### src/rtl/hdu_ctrl.sv
// ============================================================================
// Module   : hdu_ctrl
// Brief    : Hazard detect unit for the 5-stage core. Detects load-use
//            hazards and inserts LOAD_BUBBLES bubbles. Handles branch
//            flush, mul/div occupancy of EX and LSU back-pressure. Drives
//            per-stage stall/flush controls, combinationally from state and
//            the current inputs.
// Optional : `define HDU_PERF_CNT_EN adds the perf_stall_cnt and
//            perf_flush_cnt cycle counters.
// Revision : 1.0 - initial release
// ============================================================================
`default_nettype none

module hdu_ctrl #(
  parameter int REG_AW       = 5,
  parameter int LOAD_BUBBLES = 1,
  parameter int CNT_W        = 4,
  parameter int PERF_W       = 32
) (
  input  logic              clk,
  input  logic              rst,
  input  logic [REG_AW-1:0] id_rs1_addr,
  input  logic [REG_AW-1:0] id_rs2_addr,
  input  logic              id_rs1_read,
  input  logic              id_rs2_read,
  input  logic [REG_AW-1:0] ex_rd_addr,
  input  logic              ex_mem_read,
  input  logic              take_branch,
  input  logic              muldiv_start,
  input  logic              muldiv_done,
  input  logic              mem_busy,
  output logic              if_flush,
  output logic              id_flush,
  output logic              ex_flush,
  output logic              if_stall,
  output logic              id_stall,
  output logic              ex_stall,
  output logic              mem_stall,
  output logic              load_dep
`ifdef HDU_PERF_CNT_EN
  ,
  output logic [PERF_W-1:0] perf_stall_cnt,
  output logic [PERF_W-1:0] perf_flush_cnt
`endif
);

  // State encoding
  localparam logic [1:0] c_st_run       = 2'd0;
  localparam logic [1:0] c_st_load_wait = 2'd1;
  localparam logic [1:0] c_st_md_busy   = 2'd2;

  // Counter value loaded on entry to LOAD_WAIT: the detecting cycle already
  // produced the first bubble, so LOAD_BUBBLES-1 remain.
  localparam logic [CNT_W-1:0] c_cnt_init = CNT_W'(LOAD_BUBBLES - 1);
  localparam logic [CNT_W-1:0] c_cnt_one  = CNT_W'(1);
  localparam logic [CNT_W-1:0] c_cnt_zero = '0;

  logic [1:0]       state_q, state_d;
  logic [CNT_W-1:0] cnt_q, cnt_d;
  logic             w_load_dep;

  // Raw load-use detection: EX load writing a register the ID instruction reads
  always_comb begin
    w_load_dep = ex_mem_read && (ex_rd_addr != '0) &&
                 ((id_rs1_read && (id_rs1_addr == ex_rd_addr)) ||
                  (id_rs2_read && (id_rs2_addr == ex_rd_addr)));
  end

  // Next-state and stall/flush decode, priority rst > mem_busy > branch > muldiv > load_dep
  always_comb begin
    state_d   = state_q;
    cnt_d     = cnt_q;
    if_flush  = 1'b0;
    id_flush  = 1'b0;
    ex_flush  = 1'b0;
    if_stall  = 1'b0;
    id_stall  = 1'b0;
    ex_stall  = 1'b0;
    mem_stall = 1'b0;
    load_dep  = 1'b0;

    if (rst) begin
      state_d = c_st_run;
      cnt_d   = c_cnt_zero;
    end else begin
      load_dep = w_load_dep;
      if (mem_busy) begin
        // Whole pipe holds; a pending branch stays in EX and is seen later
        if_stall  = 1'b1;
        id_stall  = 1'b1;
        ex_stall  = 1'b1;
        mem_stall = 1'b1;
      end else begin
        case (state_q)
          c_st_run: begin
            if (take_branch) begin
              if_flush = 1'b1;
              id_flush = 1'b1;
            end else if (muldiv_start) begin
              // A single-cycle completion needs no hold at all
              if (!muldiv_done) begin
                if_stall = 1'b1;
                id_stall = 1'b1;
                ex_stall = 1'b1;
                ex_flush = 1'b1;
                state_d  = c_st_md_busy;
              end
            end else if (w_load_dep) begin
              if_stall = 1'b1;
              id_stall = 1'b1;
              id_flush = 1'b1;
              if (LOAD_BUBBLES > 1) begin
                state_d = c_st_load_wait;
                cnt_d   = c_cnt_init;
              end
            end
          end

          c_st_load_wait: begin
            if (take_branch) begin
              if_flush = 1'b1;
              id_flush = 1'b1;
              state_d  = c_st_run;
              cnt_d    = c_cnt_zero;
            end else begin
              if_stall = 1'b1;
              id_stall = 1'b1;
              id_flush = 1'b1;
              cnt_d    = cnt_q - c_cnt_one;
              if (cnt_q == c_cnt_one) begin
                state_d = c_st_run;
              end
            end
          end

          c_st_md_busy: begin
            // EX holds the mul/div op, so branch and load hazards cannot be live here
            if (muldiv_done) begin
              state_d = c_st_run;
            end else begin
              if_stall = 1'b1;
              id_stall = 1'b1;
              ex_stall = 1'b1;
              ex_flush = 1'b1;
            end
          end

          default: begin
            state_d = c_st_run;
            cnt_d   = c_cnt_zero;
          end
        endcase
      end
    end
  end

  // State and bubble counter registers
  always_ff @(posedge clk) begin
    if (rst) begin
      state_q <= c_st_run;
      cnt_q   <= c_cnt_zero;
    end else begin
      state_q <= state_d;
      cnt_q   <= cnt_d;
    end
  end

`ifdef HDU_PERF_CNT_EN
  logic [PERF_W-1:0] perf_stall_q, perf_stall_d;
  logic [PERF_W-1:0] perf_flush_q, perf_flush_d;

  // Count IF stall / IF flush cycles, wrapping naturally at 2^PERF_W
  always_comb begin
    perf_stall_d = perf_stall_q + PERF_W'(if_stall);
    perf_flush_d = perf_flush_q + PERF_W'(if_flush);
  end

  // Performance counter registers
  always_ff @(posedge clk) begin
    if (rst) begin
      perf_stall_q <= '0;
      perf_flush_q <= '0;
    end else begin
      perf_stall_q <= perf_stall_d;
      perf_flush_q <= perf_flush_d;
    end
  end

  assign perf_stall_cnt = perf_stall_q;
  assign perf_flush_cnt = perf_flush_q;
`endif

endmodule

`default_nettype wire

### config.mk
export PLATFORM = sky130hd
export DESIGN_NAME = hdu_ctrl
export DESIGN_NICKNAME = d
export VERILOG_FILES = /design/src/rtl/hdu_ctrl.sv
export SDC_FILE = /design/constraint.sdc
export NUM_CORES = 1
export LEC_CHECK = 0
export CAP_MARGIN = 30
export CORE_AREA = 2 2 39 41
export DETAILED_ROUTE_END_ITERATION = 8
export DIE_AREA = 0 0 41 43
export DONT_BUFFER_PORTS = 1
export PLACE_DENSITY = 0.45
export SLEW_MARGIN = 10
export SYNTH_ARGS = -nofsm -noshare
export SYNTH_HDL_FRONTEND = slang
export SYNTH_SLANG_ARGS = --single-unit
export TNS_END_PERCENT = 5
### constraint.sdc
create_clock -name clk -period 1.32 [get_ports clk]
set_input_delay 0.132 -clock clk [delete_from_list [all_inputs] [get_ports clk]]
set_output_delay 0.132 -clock clk [all_outputs]
set_load 0.01 [all_outputs]
# Word level (Yosys, flattened, before mapping)

Cells that the tools add are included.

Latch bits: 0
Logic and storage cells: 62
Memories: 0
Output and inout bits: 8
Bits in read-only memories: 0
Register bits: 6
Input bits: 24
RAM bits: 0

Add/sub/neg operators: 1
Magnitude comparators: 0
Div/mod/pow operators: 0
$mul: 0
Reductions and logical operators: 11
Eq/ne operators: 10
Shift-type cells: 0
Bitwise logic cells: 2
Muxes and demuxes: 36

Operators by type and width:

| cell                | count |
|---|---|
| $mux 1              | 24 |
| $mux 2              | 6 |
| $eq 5x5->1          | 2 |
| $ne 2x2->1 const B  | 4 |
| $pmux 4 s2          | 1 |
| $pmux 2 s3          | 1 |
| $reduce_and 6->1    | 1 |
| $reduce_bool 5->1   | 1 |
| $eq 4x1->1 const B  | 1 |
| $logic_and 1x1->1   | 4 |
| $mux 4              | 1 |
| $pmux 1 s2          | 2 |
| $reduce_or 2->1     | 2 |
| $sub 4x1->4 const B | 1 |
| $ne 3x3->1 const B  | 1 |
| $pmux 1 s3          | 1 |
| $eq 2x1->1 const B  | 1 |
| $eq 2x2->1 const B  | 1 |
| $logic_not 2->1     | 1 |
| $not 1->1           | 2 |
| $reduce_and 2->1    | 1 |
| $logic_or 1x1->1    | 1 |

# Depth between registers and ports, before layout

Word-level depth: 10
Gate-level depth with buffers: 5
Mapped depth without buffers: 4

# Worst setup path after synthesis

Ideal clock, no wire load.

Path type: register to output
Start point: reg state_q[1]
End point: out if_stall
Arrival time: 1.417 ns
Path slack: -0.229 ns
Path buffers: 1
Cell stages (with the launch flop): 4
Cells stage by stage: dfxtp_1 or4_1 o31ai_1 buf_4

Cells in the longest elaborated chain, start to end: 4

RTL lines:

| element                            | RTL line | RTL |
|---|---|---|
| start: declaration                 | 58       | `logic [1:0] state_q, state_d;` |
| start signal: assignment           | 160      | `state_q <= c_st_run;` |
| start signal: assignment           | 163      | `state_q <= state_d;` |
| $eq 2x2->1 (tied with other cells) | -        |  |
| $pmux 1 s3 (*)                     | -        |  |
| $mux 1 (*) (2 in series)           | -        |  |
| end: declaration                   | 35       | `output logic if_stall,` |

Mark *: on every way between the ends. The rest lies on a longest branch, timed or not.

# Final worst setup path

Start point: in ex_rd_addr[1]
End point: out if_stall

Cells in the longest elaborated chain, start to end: 10

RTL lines:

| element                                     | RTL line | RTL |
|---|---|---|
| start: declaration                          | 26       | `input logic [REG_AW-1:0] ex_rd_addr,` |
| $eq 5x5->1, on equally long branches        | 65, 66   |  |
| $logic_and 1x1->1, on equally long branches | 65, 66   |  |
| $logic_or 1x1->1                            | 65       | `((id_rs1_read && (id_rs1_addr == ex_rd_addr)) \|\|` |
| $logic_and 1x1->1 (*)                       | 64       | `w_load_dep = ex_mem_read && (ex_rd_addr != '0) &&` |
| $mux 1 (*) (3 in series)                    | -        |  |
| $pmux 1 s3 (*)                              | -        |  |
| $mux 1 (*) (2 in series)                    | -        |  |

Marked as above.

==> flow_summary_export.csv <==
group,metric,value,unit
pwr,seqPwrFrac,32.2,%
pwr,switchingPower,0.0384,mW
yosys,yosys_warnings,0,
critical_path,r2r-end,"state_q[1]$_SDFFE_PP0P_",
sta,max_freq,810,MHz
critical_path,r2r_slack,0.38,ns
place,hpwlAfterDp,584,um
place,place_inst,51,
finish,nFillCells,154,
yosys,synth_area_per_cell,7.85,um^2
global_routing,grtUsageTotal,6.49,%
sta,relSlewSlack,74.7,%
die,start_util,18.7,%
die,core,1380,um^2
die,fp.dieW,41,um
routing,wl_per_cell,12.3,um
sta,final-setup-viol-count,0,
critical_path,cp_cell_sequence,"or4_1 -> o21ai_2 -> buf_4 -> o31ai_4",
finish,drive_gt1_share,28.6,%
finish,fin_cells,51,
finish,syn2layout_area_growth,27.5,%
critical_path,cp-start-kind,"primary input",
critical_path,critical_path_class,"primary input to output port",
pwr,pwr-share-clk,0,%
finish,largest_reg_flops,1,
yosys,synthesis.nets,57,
pwr,p_per_area,327,nW/um^2
critical_path,r2r-start,"state_q[1]$_SDFFE_PP0P_",
yosys,synth-simple-area-share,33.3,%
routing,postRouteWirelength,629,um
global_routing,grt_pass1_vias,243,
global_routing,grt_pass1_wl,834,um
critical_path,arrival,1.10,ns
critical_path,crit_fanout,3,
critical_path,critPathSlowestCell,"or4_1",
routing,dr.pass1.iters,2,
pwr,intPower,0.0698,mW
finish,design_area,330,um^2
sta,drv_slew,0,
yosys,synth_adder_area_share,0,%
outcome,outcome,"complete, no violations",
place,place_area,312,um^2
yosys,synth_top_family_by_area,"XOR/XNOR gates",
finish,antenna_cells,0,
finish,regMostFlops,"state_q",
die,rows,14,
yosys,synthXorXnorAreaFrac,33.8,%
clocking,cts_hold_buf,0,
yosys,synth_compound_area_share,19.3,%
global_routing,grt_antenna_before_repair,0,
critical_path,reg2reg_depth,4,
critical_path,end_kind,"output port",
pwr,finalPower,0.108,mW
sta,hold_violations,0,
critical_path,crit_required,1.19,ns
yosys,ys_seq_elements,1,
die,die_height,43,um
sta,fin_skew,0,ns
die,dieArea,1760,um^2
pwr,swShare,35.5,%
critical_path,crit_end,"if_stall",
pwr,ir_worst_vdd,86.0,uV
critical_path,crit_start,"ex_rd_addr[1]",
sta,min_period_over_period,93.5,%
routing,drtAntennaViolNets,0,
min_path,hold_path.class,"primary input to register",
flow_run,drv_cap,0,
die,ios,32,
yosys,synthesis.area,259,um^2
place,place.gp.congestion,0.680,
yosys,synth_mux_area_share,0,%
yosys,post_synth_num_cell_types,19,
finish,largestRegisters,"state_q: 1 flops",
sta,min_period,1.23,ns
global_routing,grt_overflow,0,
routing,drt_iter0_drc,3,
routing,vias_per_cell,5.06,
routing,vias,258,
yosys,yosys-top-cells-area,"xor2_1 (27%), dfxtp_1 (7.7%), xnor2_1 (6.8%)",
clocking,clk_pin_slew,0,ns
yosys,synth_top_area_cell,"xor2_1",
routing,route.detailed.drc,0,
yosys,synth_top_area_share,27.1,%
finish,final_util,23.9,%
yosys,synthCells,33,
clocking,clock_latency,0,ns
pwr,power.leakage,0.107,nW
finish,regArea,20.0,um^2
critical_path,max_stage_delay,0.54,ns
place,port-buffer-count,0,
finish,multi_input_area,260,um^2
global_routing,grt_start_max_net_pins,8,
finish,nets,61,
sta,worst_pin_slew,0.374,ns
sta,rsz0062_at_grt,"no",
pwr,combPwrFrac,67.8,%
yosys,ys_seq_area_share,7.73,%
==> cells by family (layout without fill, tap and decap cells) <==
kind of cell              Yosys count  after routing
xor gates and xnor gates           10             10
buffers and inverters               3              5
and+or+nand+nor                    12             12
DFF                                 1              1
AOI/OAI and AO/OA                   7              7
==> metal layers <==
| metal | global-route usage (%) | up-vias | share of wire, % | routed length [um] |
|---|---|---|---|---|
| li1 | - | 124 | - | - |
| met1 | 7.59 | 105 | 34 | 213 |
| met2 | 12.5 | 29 | 48 | 304 |
| met3 | 0 | 0 | 18 | 112 |
| met4 | 0.667 | 0 | 0 | 0 |
| met5 | 0 | - | 0 | 0 |
==> cell type report <==
cell class              instances  share of cell area, %
multi-input cells              29                   78.8
repair buffers                  3                   6.82
flip-flops and latches          1                   6.06
well taps                      16                   6.06
inverters                       2                   2.27
==> worst max-delay path, delay by kind of cell <==
family	cells	cell delay (ns)
AND/OR/NAND/NOR	1	0.54
buffers and inverters	1	0.15
AO/OA/AOI/OAI	2	0.29
==> worst min-delay path by stage <==
stage	start	endpoint	slack (ns)	cells after the start
final	mem_busy	state_q[1]$_SDFFE_PP0P_	0.23	1
after global routing	mem_busy	state_q[1]$_SDFFE_PP0P_	0.24	1
after CTS	mem_busy	state_q[1]$_SDFFE_PP0P_	0.24	1
after detailed placement	mem_busy	state_q[1]$_SDFFE_PP0P_	0.24	1
after global placement	mem_busy	state_q[1]$_SDFFE_PP0P_	0.24	1
after floorplan	mem_busy	state_q[1]$_SDFFE_PP0P_	0.23	1
==> metrics by stage <==
step                setup WS [ns]  hold slack, ns  setup TNS [ns]
finish                     0.0854           0.233               0
global route              0.00816           0.244               0
CTS                        0.0122           0.237               0
detailed placement         0.0191           0.242               0
global placement           0.0256           0.236               0
floorplan                 -0.0256           0.228         -0.0256
==> repair_timing <==
action	CTS	global route
endpoints found under the setup margin	0	4
hold endpoints to repair	0	0
resized for setup	0	3
setup buffers	0	0
==> placed cells by master (no fill, tap or decap) <==
| cell type | count |
|---|---|
| buf_4 | 3 |
| dfxtp_1 | 1 |
| and2_0 | 1 |
| xor2_1 | 8 |
| a32oi_2 | 1 |
| inv_1 | 2 |
| xnor2_1 | 2 |
| or4_4 | 1 |
| nor4_2 | 2 |
| nand2b_1 | 2 |
| a21oi_1 | 2 |
| or4_1 | 1 |
| nor3_2 | 1 |
| nor4_1 | 1 |
| o31ai_4 | 1 |
| o21bai_1 | 2 |
| o21ai_2 | 1 |
| nor4b_1 | 1 |
| nor2b_1 | 1 |
| nor3b_1 | 1 |
==> synthesized netlist by cell type <==
cell type,count
buf_4,1
nor4_1,2
a32oi_1,1
a21oi_1,2
nand2b_1,2
nor4b_1,1
o31ai_1,1
nor3_1,1
or4_1,2
nor4_2,1
and2_0,1
inv_1,2
nor2b_1,1
o21ai_2,1
xor2_1,8
dfxtp_1,1
nor3b_1,1
xnor2_1,2
o21bai_1,2
==> power groups by stage <==
stage / Clock [mW] / Sequential, mW / Combinational [mW]
after floorplan: 0 / 0.0344 / 0.0614
after global routing: 0 / 0.0351 / 0.0826
after CTS: 0 / 0.0349 / 0.0698
after global placement: 0 / 0.0348 / 0.0692
after detailed placement: 0 / 0.0348 / 0.0693
final: 0 / 0.0348 / 0.0733
No activity file was read; power rests on OpenSTA's default activity.
